$ cat config.mk
export PLATFORM = sky130hd
export DESIGN_NAME = adc_frame_serializer
export DESIGN_NICKNAME = d
export VERILOG_FILES = /design/src/rtl/adc_frame_serializer.sv
export SDC_FILE = /design/constraint.sdc
export NUM_CORES = 1
export LEC_CHECK = 0
export CAP_MARGIN = 20
export CORE_ASPECT_RATIO = 0.9
export CORE_UTILIZATION = 52
export DETAILED_ROUTE_END_ITERATION = 10
export HOLD_SLACK_MARGIN = 0.08
export PLACE_DENSITY_LB_ADDON = 0.2
export SYNTH_ARGS = -nofsm -noshare
export SYNTH_HDL_FRONTEND = slang
export SYNTH_SLANG_ARGS = --single-unit
$ cat constraint.sdc
create_clock -name clk -period 2.7 [get_ports clk]
set_clock_uncertainty 0.05 [all_clocks]
set_input_delay 0.54 -clock clk [delete_from_list [all_inputs] [get_ports clk]]
set_output_delay 0.54 -clock clk [all_outputs]
set_load 0.02 [all_outputs]
$ cat src/rtl/adc_frame_serializer.sv
// Buffers corrected ADC codes in a small FIFO and streams each one on a single pin as
// a frame of header, MSB-first data and an even-parity bit.
module adc_frame_serializer #(
    parameter int               DW         = 13,
    parameter int               FIFO_DEPTH = 4,
    parameter int               HDR_W      = 3,
    parameter logic [HDR_W-1:0] HDR_PAT    = 3'b101
) (
    input  logic                          clk,
    input  logic                          rst,
    input  logic [DW-1:0]                 din,
    input  logic                          din_valid,
    input  logic                          en,
    input  logic                          ovf_clr,
    output logic                          sdo,
    output logic                          sframe,
    output logic                          ssync,
    output logic [$clog2(FIFO_DEPTH):0]   fifo_lvl,
    output logic                          ovf
);

    localparam int AW      = $clog2(FIFO_DEPTH);
    localparam int LW      = AW + 1;
    localparam int FRAME_W = HDR_W + DW + 1;
    localparam int CW      = $clog2(FRAME_W);

    typedef enum logic [1:0] {
        S_IDLE,
        S_HDR,
        S_DATA,
        S_PAR
    } state_t;

    // The whole frame is assembled at pop time so the parity always matches the popped word.
    function automatic logic [FRAME_W-1:0] build_frame(input logic [DW-1:0] word);
        return {HDR_PAT, word, ^word};
    endfunction

    state_t              r_state;
    state_t              w_state_nxt;

    logic [DW-1:0]       r_mem [FIFO_DEPTH];
    logic [AW-1:0]       r_wptr;
    logic [AW-1:0]       r_rptr;
    logic [LW-1:0]       r_lvl;
    logic                r_ovf;

    logic [FRAME_W-1:0]  r_shift;
    logic [CW-1:0]       r_cnt;

    logic                r_sdo;
    logic                r_sframe;
    logic                r_ssync;

    logic                w_full;
    logic                w_pop;
    logic                w_push;
    logic                w_drop;
    logic                w_sdo_nxt;
    logic                w_sframe_nxt;
    logic                w_ssync_nxt;

    assign w_full = (r_lvl == LW'(FIFO_DEPTH));
    assign w_pop  = ((r_state == S_IDLE) || (r_state == S_PAR)) && en && (r_lvl != '0);
    // A pop on the same edge frees the slot, so a full FIFO can still accept the sample.
    assign w_push = din_valid && (!w_full || w_pop);
    assign w_drop = din_valid && w_full && !w_pop;

    always_comb begin
        w_state_nxt = r_state;
        case (r_state)
            S_IDLE: begin
                if (w_pop) w_state_nxt = S_HDR;
            end
            S_HDR: begin
                if (r_cnt == CW'(HDR_W - 1)) w_state_nxt = S_DATA;
            end
            S_DATA: begin
                if (r_cnt == CW'(HDR_W + DW - 1)) w_state_nxt = S_PAR;
            end
            S_PAR: begin
                w_state_nxt = w_pop ? S_HDR : S_IDLE;
            end
            default: w_state_nxt = S_IDLE;
        endcase
    end

    always_comb begin
        w_sdo_nxt    = 1'b0;
        w_sframe_nxt = 1'b0;
        w_ssync_nxt  = 1'b0;
        if (r_state != S_IDLE) begin
            w_sdo_nxt    = r_shift[FRAME_W-1];
            w_sframe_nxt = 1'b1;
            w_ssync_nxt  = (r_state == S_HDR) && (r_cnt == '0);
        end
    end

    // Control path: FSM, pointers, level, flags and output register stage
    always_ff @(posedge clk) begin
        if (rst) begin
            r_state  <= S_IDLE;
            r_cnt    <= '0;
            r_wptr   <= '0;
            r_rptr   <= '0;
            r_lvl    <= '0;
            r_ovf    <= 1'b0;
            r_sdo    <= 1'b0;
            r_sframe <= 1'b0;
            r_ssync  <= 1'b0;
        end else begin
            r_state <= w_state_nxt;

            if (w_pop) begin
                r_cnt <= '0;
            end else if (r_state != S_IDLE) begin
                r_cnt <= r_cnt + CW'(1);
            end

            if (w_push) r_wptr <= r_wptr + AW'(1);
            if (w_pop)  r_rptr <= r_rptr + AW'(1);

            case ({w_push, w_pop})
                2'b10:   r_lvl <= r_lvl + LW'(1);
                2'b01:   r_lvl <= r_lvl - LW'(1);
                default: r_lvl <= r_lvl;
            endcase

            if (w_drop) begin
                r_ovf <= 1'b1;
            end else if (ovf_clr) begin
                r_ovf <= 1'b0;
            end

            r_sdo    <= w_sdo_nxt;
            r_sframe <= w_sframe_nxt;
            r_ssync  <= w_ssync_nxt;
        end
    end

    // Data path: FIFO storage and frame shift register
    always_ff @(posedge clk) begin
        if (w_push) r_mem[r_wptr] <= din;

        if (w_pop) begin
            r_shift <= build_frame(r_mem[r_rptr]);
        end else begin
            r_shift <= {r_shift[FRAME_W-2:0], 1'b0};
        end
    end

    assign sdo      = r_sdo;
    assign sframe   = r_sframe;
    assign ssync    = r_ssync;
    assign fifo_lvl = r_lvl;
    assign ovf      = r_ovf;

endmodule

==> reports/qor_table.md, run 1 <==
| Item | This run | Unit |
| --- | --- | --- |
| Run status | finished, final reports clean | - |
| Number of antenna violations at the first check in global routing | 0 | - |
| Number of global-route vias before repair | 1810 | - |
| Mux share of post-synthesis cell area | 14.8 | % |
| Fraction of synthesis flops using an asynchronous set or reset pin | 0 | % |
| Post-route DRC | 0 | - |
| Predominant post-synthesis flop cell | sky130_fd_sc_hd__edfxtp_1 | - |
| DP Cell Count | 341 | - |
| Cells taking the most area after synthesis | sky130_fd_sc_hd__edfxtp_1 44%, sky130_fd_sc_hd__dfxtp_1 21%, sky130_fd_sc_hd__mux4_1 8.9% | - |
| Total Wirelength | 5.60 | mm |
| Maximum vdd ir drop | 0.000484 | V |
| YS warnings | 0 | - |
| Yosys reg bits | 89 | - |
| H-tree depth | 3 | - |
| Total CTS buffers | 9 | - |
| Routed wirelength normalized by instance count | 15.7 | µm |
| Buffer levels on the longest clock path | 2 | - |
| Routability congestion estimate from global placement | 0.745 | - |
| Average size of a mapped cell | 16.0 | µm² |
| Seq/Total Area, Yosys | 64.7 | % |
| Floorplan row count | 28 | - |
| Global-route wire length before repair | 9.15 | mm |
| Skew-Pair Late Insertion Delay | 0.35 | ns |
| Proportion of layout cells with a drive suffix above 1 | 16.5 | % |
| Final Hold Fails | 0 | - |
| Floorplan die width | 89.2 | µm |
| Post-synthesis instance area | 3560 | µm² |
| Placeable Area | 6590 | µm² |
| Count of final max-slew check failures | 0 | - |
| TritonCTS clock tree | done | - |
| Die Outline Area | 7180 | µm² |
| Startpoint type of the worst setup path | flip-flop | - |
| Category of the worst setup path capture point | flip-flop | - |
| Total overflow reported by the global router | 0 | - |
| Number of flops mapped to enable cells by yosys | 52 | - |
| Worst max-slew margin expressed relative to the limit | 64.6 | % |
| Final setup vio count | 0 | - |
| Post-synthesis compound-gate area fraction | 1.51 | % |
| Area fraction in and, or, nand and nor cells after synthesis | 6.47 | % |
| Clk pin slew, worst setup/hold paths | 0.09 | ns |
| Synthesized net count | 254 | - |
| Hold buffer count at cts | 0 | - |
| Achievable clock frequency | 0.399 | GHz |
| Placed wire-length estimate | 3.76 | mm |
| Leakage power of the design | 1.52 | nW |
| Vias after detailed routing | 1836 | - |
| Clock sink count | 89 | - |
| Number of DRC markers in iteration 0 | 68 | - |
| Setup TNS | 0 | ns |
| Main combinational cell family by area after synthesis | multiplexers | - |
| # diodes | 0 | - |
| Number of iterations in the first detailed-routing pass | 4 | - |
| Post-Synthesis Cells | 223 | - |
| R2r worst-path depth | 6 | - |
| Pin count of the biggest net entering global routing | 23 | - |
| Arrival time of the worst setup path | 2.71 | ns |
| Starting utilization of the core area | 54.0 | % |
| Post-CTS setup buffers | 0 | - |
| Die outline height | 80.5 | µm |
| Post-layout nets | 293 | - |
| Arithmetic-cell share of the synthesized area counting full adders, half adders and majority gates | 4.78 | % |
| Number of nets with antenna violations after detailed routing | 0 | - |
| Number of gates resized after CTS | 0 | - |
| Power density of the placed cells | 1020 | nW/µm² |
| Share of the synthesized area in the top cell type | 43.9 | % |
| Type of the worst setup path | flip-flop to flip-flop | - |
| Transition time at the pin with the least slew margin | 0.532 | ns |
| Top cell type by total area after synthesis | sky130_fd_sc_hd__edfxtp_1 | - |
| Per-cell via count in the routed design | 5.14 | - |
| Max-cap check violation count | 0 | - |
| Library cell used as clock root buffer | sky130_fd_sc_hd__clkbuf_8 | - |
| Fraction of synthesized cell area in xor and xnor cells | 5.41 | % |
| WP data required | 2.91 | ns |
| Final critical-path share of the clock period | 92.8 | % |
| Cell count of the worst hold path | 1 | - |
| Number of unique standard cell types used by synthesis | 32 | - |
| Number of I/O port buffers | 24 | - |
| # IOs | 25 | - |
| Critical path fanouts, max | 7 | - |
| Non-filler cells, final | 357 | - |
| Unrepaired setup endpoints after global routing | false | - |
| Layout overhead on the synthesized area | 17.6 | % |
| Aggregate global-route resource usage | 18.3 | % |
| Period minus WS final | 2.51 | ns |
| Path type of the worst min-delay path | flip-flop to flip-flop | - |
metal layers:
layer | track usage (%) | part of all wire (%) | vias up
li1 | - | - | 894
met5 | 0 | 0 | -
met3 | 6.06 | 3.4 | 12
met4 | 8.41 | 2.1 | 0
met2 | 27.1 | 47 | 32
met1 | 24.6 | 48 | 898
state kept, by name (all words and copies together), names as in the netlist, named ones only:
| signal | cells |
|---|---|
| sframe | 1 |
| ssync | 1 |
| r_mem | 52 |
| sdo | 1 |
| r_cnt | 5 |
| r_rptr | 2 |
| fifo_lvl | 3 |
| r_state | 2 |
| r_wptr | 2 |
| ovf | 1 |
| r_shift | 17 |
cells in the final DEF (no fill, tap or decap), drive strengths merged, types with 4 or more instances in the layout:
| master | instances |
|---|---|
| clkbuf | 9 |
| nand2b | 4 |
| clkdlybuf4s50 | 24 |
| inv | 15 |
| buf | 11 |
| mux4 | 13 |
| and2 | 7 |
| mux2 | 14 |
| xnor2 | 11 |
| dfxtp | 37 |
| edfxtp | 52 |
| nand2 | 4 |
| xor2 | 5 |
| nor2 | 14 |
| ha | 12 |
| nor3 | 7 |
final timing paths:
path	start	end	slack (ns)
worst max-delay path	flip-flop	r_shift[0]$_SDFF_PP0_	0.19
worst min-delay path	r_shift[15]$_SDFF_PN0_	r_shift[16]$_SDFF_PN1_	0.37
worst max register to register	flip-flop	r_shift[0]$_SDFF_PP0_	0.19
worst min register to register	r_shift[15]$_SDFF_PN0_	r_shift[16]$_SDFF_PN1_	0.37
logic make-up after synthesis:
group	after synthesis
adders and majority gates	13
buffers and inverters	20
and+or+nand+nor	45
DFF	89
xor gates and xnor gates	18
AOI/OAI and AO/OA	8
muxes	30
report_power, final:
group          total (W)  internal, W  switching, W  leakage, nW
Clock            0.00100     0.000530      0.000471        0.104
Combinational    0.00144     0.000840      0.000600        0.638
Sequential       0.00185      0.00171      0.000135        0.783
Total            0.00429      0.00308       0.00121         1.52
layout make-up:
class | instances | area [µm²]
Clock buffer | 9 | 124
Tap cell | 90 | 113
Timing Repair Buffer | 35 | 323
Clock inverter | 7 | 103
Inverter | 13 | 48.8
Sequential cell | 89 | 2300
Multi-Input combinational cell | 114 | 1170
Fill cell | 501 | 2400
stage by stage:
step,hold WS (ns),cell area (µm²),power (W),setup WS [ns],utilization [%]
after floorplan,0.336,3560,0.00298,0.103,-
after global placement,0.341,3960,0.00329,0.251,60.1
after detailed placement,0.346,3960,0.00333,0.164,60.1
after CTS,0.373,4190,0.00433,0.144,63.5
after global routing,0.391,4190,0.00454,0.0749,63.5
final,0.373,4190,0.00429,0.193,63.5
cell usage after synthesis (2+ instances only):
cell / n
sky130_fd_sc_hd__nand2_1: 4
sky130_fd_sc_hd__xnor3_1: 2
sky130_fd_sc_hd__nor2_1: 14
sky130_fd_sc_hd__mux2i_1: 3
sky130_fd_sc_hd__mux2_2: 14
sky130_fd_sc_hd__dfxtp_1: 37
sky130_fd_sc_hd__nand4_1: 2
sky130_fd_sc_hd__a21oi_1: 3
sky130_fd_sc_hd__mux4_1: 12
sky130_fd_sc_hd__and2_1: 7
sky130_fd_sc_hd__nand2b_1: 4
sky130_fd_sc_hd__xnor2_1: 10
sky130_fd_sc_hd__edfxtp_1: 52
sky130_fd_sc_hd__clkbuf_1: 5
sky130_fd_sc_hd__nor3_1: 7
sky130_fd_sc_hd__a31oi_1: 2
sky130_fd_sc_hd__inv_1: 13
sky130_fd_sc_hd__nor2b_1: 3
sky130_fd_sc_hd__xor2_1: 5
sky130_fd_sc_hd__ha_1: 12
critical path, cell delays in order (launching register included):
cell                      delay (ns)
sky130_fd_sc_hd__dfxtp_1        0.55
sky130_fd_sc_hd__buf_4          0.23
sky130_fd_sc_hd__mux4_1         0.60
sky130_fd_sc_hd__xnor2_1        0.22
sky130_fd_sc_hd__xnor3_1        0.25
sky130_fd_sc_hd__xnor3_1        0.35
sky130_fd_sc_hd__and2_1         0.15
Power figures use the tool's default switching activity.
==> run 2, diff against run 1 <==
--- a/config.mk
+++ b/config.mk
@@ -5,12 +5,14 @@
 export SDC_FILE = /design/constraint.sdc
 export NUM_CORES = 1
 export LEC_CHECK = 0
+export ABC_CLOCK_PERIOD_IN_PS = 2700
 export CAP_MARGIN = 20
 export CORE_ASPECT_RATIO = 0.9
 export CORE_UTILIZATION = 52
 export DETAILED_ROUTE_END_ITERATION = 10
 export HOLD_SLACK_MARGIN = 0.08
 export PLACE_DENSITY_LB_ADDON = 0.2
+export SKIP_LAST_GASP = 1
 export SYNTH_ARGS = -nofsm -noshare
 export SYNTH_HDL_FRONTEND = slang
 export SYNTH_SLANG_ARGS = --single-unit
==> results of run 2 <==
No change in the layout: final DEF, timing and power equal those of run 1.
==> patch 1, RTL diff (config.mk and constraints of run 2) <==
The 4 states of `state_t` get a one-hot encoding in 4 bits.
--- a/src/rtl/adc_frame_serializer.sv
+++ b/src/rtl/adc_frame_serializer.sv
@@ -26,7 +26,7 @@
 
-    typedef enum logic [1:0] {
-        S_IDLE,
-        S_HDR,
-        S_DATA,
-        S_PAR
+    typedef enum logic [3:0] {
+        S_IDLE = 4'b0001,
+        S_HDR  = 4'b0010,
+        S_DATA = 4'b0100,
+        S_PAR  = 4'b1000
     } state_t;
Function: same outputs for any inputs over 10 cycles, from zero or initial values and one cycle with rst high; not proved beyond that.
==> patch 1 against run 2 <==
- cell area is 3.3% higher
- power is 9.1% lower
- register-to-register slack better by 30 ps
- via count is 4.9% higher
- non-clock buffer count is 6 higher
- final cell count is 4.2% higher
- fmax is 4.8% lower
- die area is 2.1% higher
- sequential cell count is 2 higher
- combinational power is 25% lower
- count of clock-buffer cells in the layout is 1 higher
- wire length hardly changed
- synthesized area is 2.1% higher
- worst setup slack worse by 130 ps
- largest cell class unchanged
- largest power group unchanged
==> patch 1: results (changes against run 2) <==
- Status: complete, no violations
- Clock Sink Count: 91 (+2.2%)
- Clock share of power: 25.7% (+2.4 points)
- Synth Area in Compound Gates: 2.51% (+1.0 points)
- Pin count of the biggest net entering global routing: 32 (+39%)
- Global Route Usage Sum: 16.8% (-1.6 points)
- Seq area share: 54.2% (-0.86 points)
- Inserted Clock Buffers: 9 (unchanged)
- NonClk Buf Share: 8.50% (+0.79 points)
- Initial drt markers: 44 (-35%)
- Leak: 0.00156 uW (+2.0%)
- Met1 usage: 18.8% (-5.8 points)
- Multi-input gate share of total cell area: 28.5% (+0.51 points)
- Non-clock buffers: 41 (+17%)
- Vias/cell: 5.18 (+0.67%)
- Seq pwr share: 46.5% (+3.4 points)
- Multi-In Gates: 122 (+7.0%)
- Sequential share of the synthesized area: 64.4% (-0.26 points)
- Placer Congestion: 0.689 (-7.5%)
- NetSw: 1010 uW (-16%)
- Post-synth top cells: edfxtp_1, dfxtp_1, nor2_1
- Mux contribution to synthesized area: 13.6% (-1.2 points)
- Fraction of layout cells with a size suffix above 1: 20.2% (+3.7 points)
- DR WL met3: 172 um (-11%)
- Met3 Usage GRT: 4.96% (-1.1 points)
- Syn_nets: 260 (+2.4%)
- Max stage delay on crit path: 540 ps (-60 ps)
- Pre-CTS setup slack: -390 ps (-554 ps)
- Metal-1 WL: 2470 um (-7.6%)
- Vias in the first global route: 1,901 (+5.0%)
- R2R depth: 7 (+1)
- Clock-cell share: 5.18% (-0.23 points)
- Clkbuf count: 10 (+1)
- Most area-consuming cells after synthesis: edfxtp_1, dfxtp_1, mux4_1, mux2_2, ha_1
- Data arrival, critical path: 2860 ps (+150 ps)
- Critical path class: in2reg
- Post-Synth XOR/XNOR Area: 4.82% (-0.60 points)
- Nonclk inv count: 12 (-1)
- DR pass1 iterations: 5 (+1)
- Nets@finish: 304 (+3.8%)
- Fill cell count: 497 (-0.80%)
- Adder-cell share of the synthesized area: 3.30% (-1.5 points)
- Crit-path max FO: 2 (-5)
- Slowest CP cell: or4b_4
- Met2 routed WL: 2860 um (+9.2%)
- Met2 Usage GRT: 30.1% (+3.0 points)
- Max VDD drop: 452 uV (-6.7%)
-- patch 1: path summary, 6_finish.rpt --
path,end,slack [ps]
worst max-delay path,fifo_lvl[2],70
worst min-delay path,r_shift[16],380
worst max register to register,fifo_lvl[2],220
worst min register to register,r_shift[16],380
-- patch 1: worst max-delay path, delay by kind of cell --
kind,cells,cell delay (ps)
AO/OA/AOI/OAI,1,350
adder cells (fa/ha/maj),1,380
AND/OR/NAND/NOR,5,1130
buffers and inverters,1,450
-- patch 1: metrics by stage --
stage	instance area (sq um)	hold WS, ps	total power [uW]	cells
2_1_floorplan	3630	343	2650	233
3_3_place_gp	4080	352	2900	355
3_5_place_dp	4080	359	2920	355
4_1_cts	4300	381	3920	371
5_1_grt	4330	394	4100	372
6_report	4330	375	3900	372
-- patch 1: what timing repair did --
action,4_1_cts,5_1_grt
gates cloned,0,0
setup buffers,0,1
setup endpoints to repair,1,1
hold buffers,0,0
resized for setup,0,5
pin swaps,1,4
==> patch 2, RTL diff (flow settings as in run 2) <==
Without the edit above. Change the parameter `DW` from 13 to 26.
--- a/src/rtl/adc_frame_serializer.sv
+++ b/src/rtl/adc_frame_serializer.sv
@@ -3,3 +3,3 @@
 module adc_frame_serializer #(
-    parameter int               DW         = 13,
+    parameter int               DW         = 26,
     parameter int               FIFO_DEPTH = 4,
Ports: changed (resized din); port bits go from 25 to 38. The function was not compared with the original's and may differ.
==> patch 2 against run 2 <==
- sequential cell count rose by 65
- wire length rose by 80%
- power rose by 72%
- fmax rose by 0.58%
- worst setup slack improved by 14 ps
- cell area rose by 72%
- die area rose by 67%
- synthesized area rose by 69%
- non-clock buffer count rose by 17
==> patch 2: results (changes against run 2) <==
- Status: complete, no violations
- Adder-cell share of the synthesized area: 2.63% (-2.2 points)
- Fill cell count: 789 (+57%)
- DR vias: 3,113 (+70%)
- Max VDD drop: 545 uV (+13%)
- Met2 routed WL: 5180 um (+98%)
- Root Driver: clkbuf_16
- Post-synth top cells: edfxtp_1, nand2_1, dfxtp_1
- Initial Util: 54.4% (+0.35 points)
- H-tree depth: 4 (+1)
- Inserted Clock Buffers: 17 (+8)
- Pwr dens: 1020 nW/um^2 (-0.21%)
- Met2 Usage GRT: 31.1% (+4.0 points)
- Clock slew seen by the registers of the worst setup and hold paths: 60 ps (-30 ps)
- First-pass GRT wire length: 16,800 um (+83%)
- Fraction of layout cells with a size suffix above 1: 14.0% (-2.5 points)
- Later-pin clock latency in the skew report: 400 ps (+50 ps)
- Met3 Usage GRT: 5.71% (-0.35 points)
- Hold Crit Endpoint: r_shift[27]
- Data arrival, critical path: 2730 ps (+20 ps)
- DR pass1 iterations: 5 (+1)
- Placer Congestion: 0.719 (-3.5%)
- Biggest regs: r_mem (104), r_shift (30), r_cnt (5)
- Cell-internal power: 5360 uW (+74%)
- Metal-1 WL: 4490 um (+68%)
- Leak: 0.00260 uW (+70%)
- Min-delay src: r_shift[26]
- Slew margin rel.: 63.7% (-0.81 points)
- Syn_nets: 431 (+70%)
- Flip-flop and latch power: 3090 uW (+67%)
- Post-Place Cells: 577 (+69%)
- Initial drt markers: 231 (+240%)
- R2R depth: 7 (+1)
[patch 2: layout make-up]
class,instances,share of cell area (%)
Tap cell,152,2.64
Sequential cell,154,57.3
Clock inverter,10,1.41
Inverter,9,0.469
Clock buffer,22,6.17
Multi-Input combinational cell,210,24.3
Timing Repair Buffer,52,7.75
[patch 2: worst max-delay path by stage]
stage,to,cells after the start,from
after detailed placement,fifo_lvl[1],8,en
after floorplan,fifo_lvl[1],9,r_state[0]
final,r_shift[0],7,flop
after global routing,fifo_lvl[1],9,r_state[0]
after CTS,r_shift[0],7,flop
after global placement,fifo_lvl[1],8,en
[patch 2: through the flow]
stage / cell area (sq um) / utilization (%)
finish: 7200 / 65.2
global route: 7200 / 65.2
CTS: 7200 / 65.2
detailed placement: 6650 / 60.3
global placement: 6650 / 60.3
floorplan: 6000 / -
[patch 2: critical path: stages (launching register included)]
cell and delay (ps):
dfxtp_1 420, buf_12 170, mux4_1 600, xnor2_1 160, xnor2_1 210, xnor3_1 340, xnor3_1 380, nor2_1 40
